**src/rtl/ahb_bus_controller.sv**
```systemverilog
// ahb_bus_controller
// Two-master AHB-lite arbiter with address decode, registered data-phase
// read-mux select (SEL), per-grant burst limiting, unmapped-address error
// responses and a slave wait-state timeout that ends in an ERROR response.
module ahb_bus_controller #(
   parameter int ADDR_W    = 32,
   parameter int BURST_MAX = 4,
   parameter int TIMEOUT   = 16
) (
   input  logic              CLK,
   input  logic              RST,
   input  logic              HBUSREQ_1,
   input  logic              HBUSREQ_2,
   input  logic [1:0]        HTRANS_1,
   input  logic [1:0]        HTRANS_2,
   input  logic [ADDR_W-1:0] HADDR_1,
   input  logic [ADDR_W-1:0] HADDR_2,
   input  logic              HREADY_1,
   input  logic              HREADY_2,
   input  logic              HREADY_3,
   output logic              HGRANT_1,
   output logic              HGRANT_2,
   output logic              HMASTER,
   output logic [ADDR_W-1:0] HADDR,
   output logic [1:0]        HTRANS,
   output logic              HSEL_1,
   output logic              HSEL_2,
   output logic              HSEL_3,
   output logic [1:0]        SEL,
   output logic              HREADY,
   output logic              HRESP
);

   typedef enum logic [1:0] {
      ST_IDLE = 2'd0,
      ST_OWN  = 2'd1,
      ST_ERR1 = 2'd2,
      ST_ERR2 = 2'd3
   } state_t;

   // Registered controller state
   state_t     state_reg;
   logic       grant1_reg;
   logic       grant2_reg;
   logic       hmaster_reg;
   logic       last_served_reg;   // 0 = M1, 1 = M2
   logic [1:0] sel_reg;
   logic [7:0] beat_cnt_reg;
   logic [7:0] wait_cnt_reg;

   // Combinational helpers
   logic       granted;
   logic [1:0] owner_trans;
   logic       trans_active;
   logic [1:0] region;
   logic       hready_bus;
   logic       owner_req;
   logic       other_req;
   logic [7:0] beat_cnt_next;
   logic       burst_done;
   logic       rearb;
   logic       idle_pick_m2;
   logic [2:0] hsel_vec;

   assign granted = grant1_reg | grant2_reg;

   // Address and transfer type of the current owner; 01 (BUSY) is folded into IDLE,
   // so only bit 1 distinguishes an active transfer.
   assign HADDR        = hmaster_reg ? HADDR_2 : HADDR_1;
   assign owner_trans  = hmaster_reg ? HTRANS_2 : HTRANS_1;
   assign trans_active = granted & owner_trans[1];
   assign HTRANS       = trans_active ? owner_trans : 2'b00;

   // Slave region from the top two address bits; region 0 is unmapped
   assign region = HADDR[ADDR_W-1 -: 2];

   // One address-phase select per mapped region
   for (genvar gi = 0; gi < 3; gi++) begin : g_hsel
      assign hsel_vec[gi] = trans_active && (region == 2'(gi + 1));
   end

   assign HSEL_1 = hsel_vec[0];
   assign HSEL_2 = hsel_vec[1];
   assign HSEL_3 = hsel_vec[2];

   // Bus ready: forced low in the first error cycle, otherwise from the data-phase slave
   always_comb begin
      hready_bus = 1'b1;
      if (state_reg == ST_ERR1) begin
         hready_bus = 1'b0;
      end else begin
         case (sel_reg)
            2'b01:   hready_bus = HREADY_1;
            2'b10:   hready_bus = HREADY_2;
            2'b11:   hready_bus = HREADY_3;
            default: hready_bus = 1'b1;
         endcase
      end
   end

   assign HREADY   = hready_bus;
   assign HRESP    = (state_reg == ST_ERR1) || (state_reg == ST_ERR2);
   assign HGRANT_1 = grant1_reg;
   assign HGRANT_2 = grant2_reg;
   assign HMASTER  = hmaster_reg;
   assign SEL      = sel_reg;

   // Arbitration decisions evaluated for the current cycle
   always_comb begin
      owner_req     = hmaster_reg ? HBUSREQ_2 : HBUSREQ_1;
      other_req     = hmaster_reg ? HBUSREQ_1 : HBUSREQ_2;
      beat_cnt_next = beat_cnt_reg + {7'd0, trans_active};
      // The limit is judged on the count including a beat accepted this edge, so the
      // grant moves on the very edge that accepts the last permitted beat.
      burst_done    = (beat_cnt_next >= 8'(BURST_MAX));
      rearb         = !owner_req
                      || (other_req && burst_done)
                      || (other_req && !trans_active);
      // From IDLE a tie goes to whichever master was not served last
      idle_pick_m2  = HBUSREQ_2 && (!HBUSREQ_1 || !last_served_reg);
   end

   // Controller FSM: grant hand-over, data-phase select, beat and wait counting, errors
   always_ff @(posedge CLK) begin
      if (!RST) begin
         state_reg       <= ST_IDLE;
         grant1_reg      <= 1'b0;
         grant2_reg      <= 1'b0;
         hmaster_reg     <= 1'b0;
         last_served_reg <= 1'b1;
         sel_reg         <= 2'b00;
         beat_cnt_reg    <= 8'd0;
         wait_cnt_reg    <= 8'd0;
      end else begin
         case (state_reg)
            ST_ERR1: begin
               state_reg <= ST_ERR2;
            end

            ST_ERR2: begin
               // Grant is untouched by an error; only the burst count restarts
               state_reg    <= granted ? ST_OWN : ST_IDLE;
               beat_cnt_reg <= 8'd0;
            end

            default: begin
               if (!hready_bus) begin
                  // Data phase stalled: count toward the timeout, grant frozen
                  if (wait_cnt_reg == 8'(TIMEOUT - 1)) begin
                     state_reg    <= ST_ERR1;
                     sel_reg      <= 2'b00;
                     wait_cnt_reg <= 8'd0;
                  end else begin
                     wait_cnt_reg <= wait_cnt_reg + 8'd1;
                  end
               end else begin
                  wait_cnt_reg <= 8'd0;
                  sel_reg      <= trans_active ? region : 2'b00;

                  if (trans_active && (region == 2'b00)) begin
                     // Unmapped address: answer with a two-cycle ERROR, keep the grant
                     state_reg    <= ST_ERR1;
                     beat_cnt_reg <= beat_cnt_next;
                  end else if (state_reg == ST_IDLE) begin
                     beat_cnt_reg <= 8'd0;
                     if (HBUSREQ_1 || HBUSREQ_2) begin
                        state_reg   <= ST_OWN;
                        grant1_reg  <= !idle_pick_m2;
                        grant2_reg  <= idle_pick_m2;
                        hmaster_reg <= idle_pick_m2;
                     end
                  end else if (rearb) begin
                     beat_cnt_reg    <= 8'd0;
                     last_served_reg <= hmaster_reg;
                     if (other_req) begin
                        grant1_reg  <= hmaster_reg;
                        grant2_reg  <= !hmaster_reg;
                        hmaster_reg <= !hmaster_reg;
                     end else begin
                        // Nobody left requesting; HMASTER keeps its last value
                        state_reg  <= ST_IDLE;
                        grant1_reg <= 1'b0;
                        grant2_reg <= 1'b0;
                     end
                  end else if (burst_done) begin
                     // Owner is the only requester: it keeps the bus, count restarts
                     beat_cnt_reg <= 8'd0;
                  end else begin
                     beat_cnt_reg <= beat_cnt_next;
                  end
               end
            end
         endcase
      end
   end

endmodule
```
**config.mk**
```make
export PLATFORM = sky130hd
export DESIGN_NAME = ahb_bus_controller
export DESIGN_NICKNAME = d
export VERILOG_FILES = /design/src/rtl/ahb_bus_controller.sv
export SDC_FILE = /design/constraint.sdc
export NUM_CORES = 1
export LEC_CHECK = 0
export CORE_MARGIN = 3
export CORE_UTILIZATION = 37
export CTS_CLUSTER_SIZE = 40
export DETAILED_ROUTE_END_ITERATION = 10
export PLACE_DENSITY = 0.82
export SLEW_MARGIN = 10
export SYNTH_ARGS = -nofsm -noshare
export SYNTH_HDL_FRONTEND = slang
export SYNTH_SLANG_ARGS = --single-unit
```
**constraint.sdc**
```tcl
create_clock -name CLK -period 3.17 [get_ports CLK]
set_input_delay 0.317 -clock CLK [delete_from_list [all_inputs] [get_ports CLK]]
set_output_delay 0.317 -clock CLK [all_outputs]
set_load 0.05 [all_outputs]
```
==> reports/metrics.cfg, run 1 <==
[logic_synthesis]
async_reset_ff_share_pct=0
syn-num-nets=303
synth_cells=225
syn-cell-area_sq_mm=0.00185
ys_seq_area_share_pct=26.0
ys_ff_latch=24
yosys_most_used_dff=dfxtp_1
yosysWarnings=0
synth_edf_count=0
syn_area_per_cell_sq_um=8.22
synth.distinct_cells=45

[floorplan]
initial_core_util_pct=38.6
io_pins=119
die_h_um=76.7
die_area_sq_mm=0.00588
die_x_um=76.7
core_area_sq_mm=0.00479
row_count=25

[timing]
fin_crit_ns=2.83
fmax_mhz=353
finClkSkew_ns=0.00451
max_slew_margin_pct=58.0
setup_ws_ns=0.340
fin_crit_sh_pct=89.3
fin_setup_tns_ns=0
hold_violations=0
maxSlewViolCount=0
setup_viol=0
holdWs_ns=0.505
rsz0062_at_grt=no
worstMarginPinSlew_ns=0.629

[routing]
viasPerCell=5.22
drtIter0Drc=84
drt_pre_antenna_iters=4
wl_per_cell_um=15.5
drc=0
drt-total-wl_um=6290
ant_nets=0
vias=2119

[critical_path]
cp.arrival_ns=2.51
cp_max_fo=42
crit_type=flip-flop to primary output
end_kind=primary output
critPathRequiredTime_ns=2.85
start_kind=flip-flop

[status]
status=finished clean

[clock_network]
clk-insertion-delay-late_ns=0.27
cts.clk_slew.worst_paths_ns=0.09
cts_hold_buffers=0
cts_max_path_buffers=2
cts_tree=done
cts.htree.levels=1
clkSinkCount=24
cts_root_buffer=clkbuf_8
numCtsBuffers=3
cts-resized-gates=0
postCtsSetupRepairBufs=0

[grt]
grt_pass1_vias=2013
grt_start_max_net_pins=43
overflow=0
grt_pass1_wl_um=10200
antenna_found_initial=0
grt_usage_pct=20.7

[finish]
drive_above_1_share_pct=16.8
n_antenna_cell=0
syn2layout_area_growth_pct=70.7
nets=418

[place]
numPortBuffers=118
place.gp.congestion=0.860
hpwlAfterDp_um=5070
dp_slack_ns=0.111

[power]
p_sw_share_pct=46.4
p_sw_mw=0.743
leakagePower_nw=1.16
combPwrFrac_pct=64.8
p_int_mw=0.859
pwr-share-clk_pct=13.3
power.density_mw_per_mm2=508
seq_power_share_pct=21.9
peakVddDrop_mv=0.332

[run]
max-cap-violations=0

[min_path]
min_path_type=flip-flop to flip-flop

logic make-up (layout without fill, tap and decap cells):
group,count (synthesis),count (layout),share of synthesized area (%)
muxes,38,38,22.7
adders and majority gates,3,3,2.03
xor gates and xnor gates,6,6,2.84
AOI/OAI and AO/OA,46,46,17.4
and+or+nand+nor,87,87,24.7
buffers and inverters,21,135,4.33
DFF,24,24,26.0
final cells by class:
type	instances	area, sq um
Sequential cell	24	482
Clock buffer	4	55.1
Timing Repair Buffer	124	1220
Inverter	7	26.3
Multi-Input combinational cell	180	1290
Fill cell	402	1630
Tap cell	67	83.8
synthesized netlist by cell type, types with 3 or more instances:
cell,instances,area (sq um)
nand4_1,4,25.0
nor2_1,26,97.6
xor2_1,3,26.3
nor2b_1,4,25.0
nor3b_1,5,37.5
a31oi_1,3,18.8
mux2_2,32,360
buf_1,3,11.3
mux2i_1,6,60.1
xnor2_1,3,26.3
o21a_1,3,22.5
or3_1,5,31.3
nand4b_1,3,26.3
clkbuf_1,10,37.5
a32oi_1,3,26.3
dfxtp_1,24,480
nor3_1,5,25.0
nand2_1,15,56.3
nand2b_1,3,18.8
inv_1,7,26.3
ha_1,3,37.5
a21oi_1,14,70.1
nand3_1,7,35.0
o21ai_0,8,40.0
critical path, cell delays in order (launching register included):
cell             delay, ns
dfxtp_2               0.35
buf_4                 0.42
mux2_2                0.42
nor3_1                0.20
clkdlybuf4s50_1       0.84
path summary, 6_finish.rpt:
path | from | to | slack (ns) | cells past startpoint
worst min-delay path | SEL[0]$_SDFFE_PN0P_ | SEL[0]$_SDFFE_PN0P_ | 0.50 | 2
worst max-delay path | HMASTER$_SDFFE_PN0P_ | HSEL_2 | 0.34 | 4
worst min register to register | SEL[0]$_SDFFE_PN0P_ | SEL[0]$_SDFFE_PN0P_ | 0.50 | 2
worst max register to register | HMASTER$_SDFFE_PN0P_ | HMASTER$_SDFFE_PN0P_ | 0.50 | 10
power groups by stage:
stage | registers [mW] | logic, mW | clock network, mW
6_report | 0.351 | 1.04 | 0.214
5_1_grt | 0.355 | 1.09 | 0.227
4_1_cts | 0.351 | 1.04 | 0.218
3_5_place_dp | 0.358 | 1.04 | 0
3_3_place_gp | 0.357 | 1.03 | 0
2_1_floorplan | 0.386 | 0.656 | 0
layout by cell type, fill, tap and decap left out, types with 6 or more instances in the layout:
cell / n
nor2_1: 26
mux2_2: 32
dfxtp_1: 23
buf_4: 8
clkdlybuf4s50_1: 116
a21oi_1: 14
nand3_1: 7
mux2i_1: 6
o21ai_0: 8
inv_1: 7
nand2_1: 15
per-layer routing:
metal	global-route usage [%]	wire (um)	up-vias
li1	-	-	1048
met1	26.7	2720	993
met2	36.0	3170	74
met3	4.11	370	4
met4	3.44	32	0
met5	0	0	-
through the flow:
step                      util (%)  power, mW  area, sq um  std cells
after floorplan                  -       1.04         1850        225
after global placement        64.8       1.39         3100        402
after detailed placement      64.8       1.40         3100        402
after CTS                     66.0       1.61         3160        406
after global routing          66.0       1.67         3160        406
final                         66.0       1.60         3160        406
(Power assumes the default switching activity.)
==> inputs of run 2 (changes only) <==
==> constraint.sdc (replaced) <==
create_clock -name CLK -period 2.7 [get_ports CLK]
set_input_delay 0.27 -clock CLK [delete_from_list [all_inputs] [get_ports CLK]]
set_output_delay 0.27 -clock CLK [all_outputs]
set_load 0.05 [all_outputs]
==> run 2 against run 1 <==
Against the previous run:
- register-to-register slack worse by 0.36 ns
- core utilization rose by 2.7 points
- clock power up 50%
- count of clock-buffer cells in the layout down 1
- clock skew is 0.0092 ns higher
- via count up 1.6%
- critical endpoint is now HGRANT_2$_SDFFE_PN0P_
- highest routed layer unchanged
==> reports/metrics.cfg, run 2 (synthesis gave the netlist of run 1 again) <==
[finish]
fillers=396  ; was 402
fin_cells=416  ; was 406
final_cell_mix=clkdlybuf4s50_1 (112), mux2_2 (32), nor2_1 (26)  ; was clkdlybuf4s50_1 (116), mux2_2 (32), nor2_1 (26)
final_area_sq_mm=0.00329  ; was 0.00316 sq mm
syn2layout_area_growth_pct=77.8  ; was 70.7%
n_antenna_cell=0  ; unchanged
nets=428  ; was 418
final_common_cell=clkdlybuf4s50_1  ; unchanged
drive_above_1_share_pct=21.8  ; was 16.8%

[place]
numPortBuffers=118  ; unchanged
place.gp.congestion=0.838  ; was 0.860
dp_slack_ns=-0.237  ; was 0.111 ns
dp_cells=412  ; was 402
hpwlAfterDp_um=5360  ; was 5070 um
placed_area_sq_mm=0.00319  ; was 0.00310 sq mm

[routing]
drc=0  ; unchanged
wl_per_cell_um=15.7  ; was 15.5 um
viasPerCell=5.18  ; was 5.22
drt-total-wl_um=6540  ; was 6290 um
ant_nets=0  ; unchanged
drtIter0Drc=78  ; was 84
vias=2153  ; was 2119
drt_pre_antenna_iters=4  ; unchanged

[run]
max-cap-violations=0  ; unchanged

[grt]
grt_usage_pct=22.0  ; was 20.7%
grt_start_max_net_pins=43  ; unchanged
grt_pass1_wl_um=10700  ; was 10200 um
overflow=0  ; unchanged
antenna_found_initial=0  ; unchanged
grt_pass1_vias=2073  ; was 2013

[critical_path]
cp.buffers_inverters=3  ; was 2
cp_slowest_cell=clkdlybuf4s50_1  ; unchanged
critPathRequiredTime_ns=2.89  ; was 2.85 ns
start_kind=input pin  ; was flip-flop
cp_top_family=buffers and inverters  ; unchanged
max_stage_delay_ns=0.52  ; was 0.84 ns
crit_type=input pin to flip-flop  ; was flip-flop to primary output
end_kind=flip-flop  ; was primary output
cp.arrival_ns=2.79  ; was 2.51 ns
cp_max_fo=4  ; was 42
path_cells=clkdlybuf4s50_1 > mux2i_4 > or2_4 > inv_1 > ha_4 > ha_1 > nand3_1 > nor2_1 > xor2_1 > buf_4 > o31a_2 > o21ai_4 > mux2i_1  ; was buf_4 > mux2_2 > nor3_1 > clkdlybuf4s50_1

[timing]
worstMarginPinSlew_ns=0.608  ; was 0.629 ns
setup_viol=0  ; unchanged
maxSlewViolCount=0  ; unchanged
hold_violations=0  ; unchanged
rsz0062_at_grt=no  ; unchanged
finClkSkew_ns=0.0137  ; was 0.00451 ns
fin_setup_tns_ns=0  ; unchanged
setup_ws_ns=0.104  ; was 0.340 ns
fmax_mhz=385
max_slew_margin_pct=59.4  ; was 58.0%
fin_crit_sh_pct=96.2
holdWs_ns=0.512  ; was 0.505 ns
fin_crit_ns=2.60

[floorplan]
io_pins=119  ; unchanged
die_x_um=76.7  ; unchanged
die_h_um=76.7  ; unchanged
row_count=25  ; unchanged
initial_core_util_pct=38.6  ; unchanged
die_area_sq_mm=0.00588  ; unchanged
core_area_sq_mm=0.00479  ; unchanged

[clock_network]
cts_hold_buffers=0  ; unchanged
clkSinkCount=24  ; unchanged
cts_tree=done  ; unchanged
clk-insertion-delay-late_ns=0.28  ; was 0.27 ns
cts_root_buffer=clkbuf_8  ; unchanged
cts.htree.levels=1  ; unchanged
cts_max_path_buffers=2  ; unchanged
cts.clk_slew.worst_paths_ns=0.10  ; was 0.09 ns
numCtsBuffers=3  ; unchanged

[status]
status=finished clean  ; unchanged

[min_path]
min_path_type=flip-flop to flip-flop  ; unchanged

[power]
power.density_mw_per_mm2=606  ; was 508 mW/mm^2
peakVddDrop_mv=0.298  ; was 0.332 mV
leakagePower_nw=1.22  ; was 1.16 nW

run 2: final cells by class:
type / count / area [sq um] / share of cell area (%)
Sequential cell: 24 / 492 / 15.0
Inverter: 7 / 26.3 / 0.799
Timing Repair Buffer: 134 / 1290 / 39.1
Clock buffer: 3 / 41.3 / 1.26
Clock inverter: 1 / 30.0 / 0.913
Multi-Input combinational cell: 180 / 1330 / 40.4
Tap cell: 67 / 83.8 / 2.55
run 2: through the flow:
stage | utilization, % | power [mW]
after global placement | 66.7 | 1.66
after CTS | 68.2 | 1.99
final | 68.7 | 1.99
after detailed placement | 66.7 | 1.67
after floorplan | - | 1.24
after global routing | 68.7 | 2.08
run 2: power breakdown:
group / switching [mW] / leakage (nW) / internal (mW) / total, mW
logic: 0.731 / 0.992 / 0.523 / 1.25
registers: 0.0363 / 0.197 / 0.383 / 0.419
clock network: 0.123 / 0.0357 / 0.199 / 0.322
total: 0.890 / 1.22 / 1.10 / 1.99
run 2: timing repair:
| action | in CTS | in global routing |
|---|---|---|
| endpoints found under the setup margin | 0 | 5 |
| hold endpoints to repair | 0 | 0 |
| resized for setup | 0 | 3 |
| setup buffers | 0 | 0 |
run 2: final timing paths:
check                         from                    end  slack (ns)  cells past startpoint
max                    HTRANS_2[1]  HGRANT_2$_SDFFE_PN0P_        0.10                     13
max reg2reg   HMASTER$_SDFFE_PN0P_  HGRANT_2$_SDFFE_PN0P_        0.14                     11
min          HGRANT_1$_SDFFE_PN0P_  HGRANT_1$_SDFFE_PN0P_        0.51                      2
min reg2reg  HGRANT_1$_SDFFE_PN0P_  HGRANT_1$_SDFFE_PN0P_        0.51                      2
run 2: metal layers:
metal	track usage [%]	share of wire, %
met5	0	0
met4	6.16	1.6
met3	4.11	5.9
met2	39.4	50
met1	26.5	42
run 2: worst min-delay path: stages (launching register included):
cell	delay (ns)
dfxtp_4	0.37
nand2_1	0.06
mux2i_1	0.06
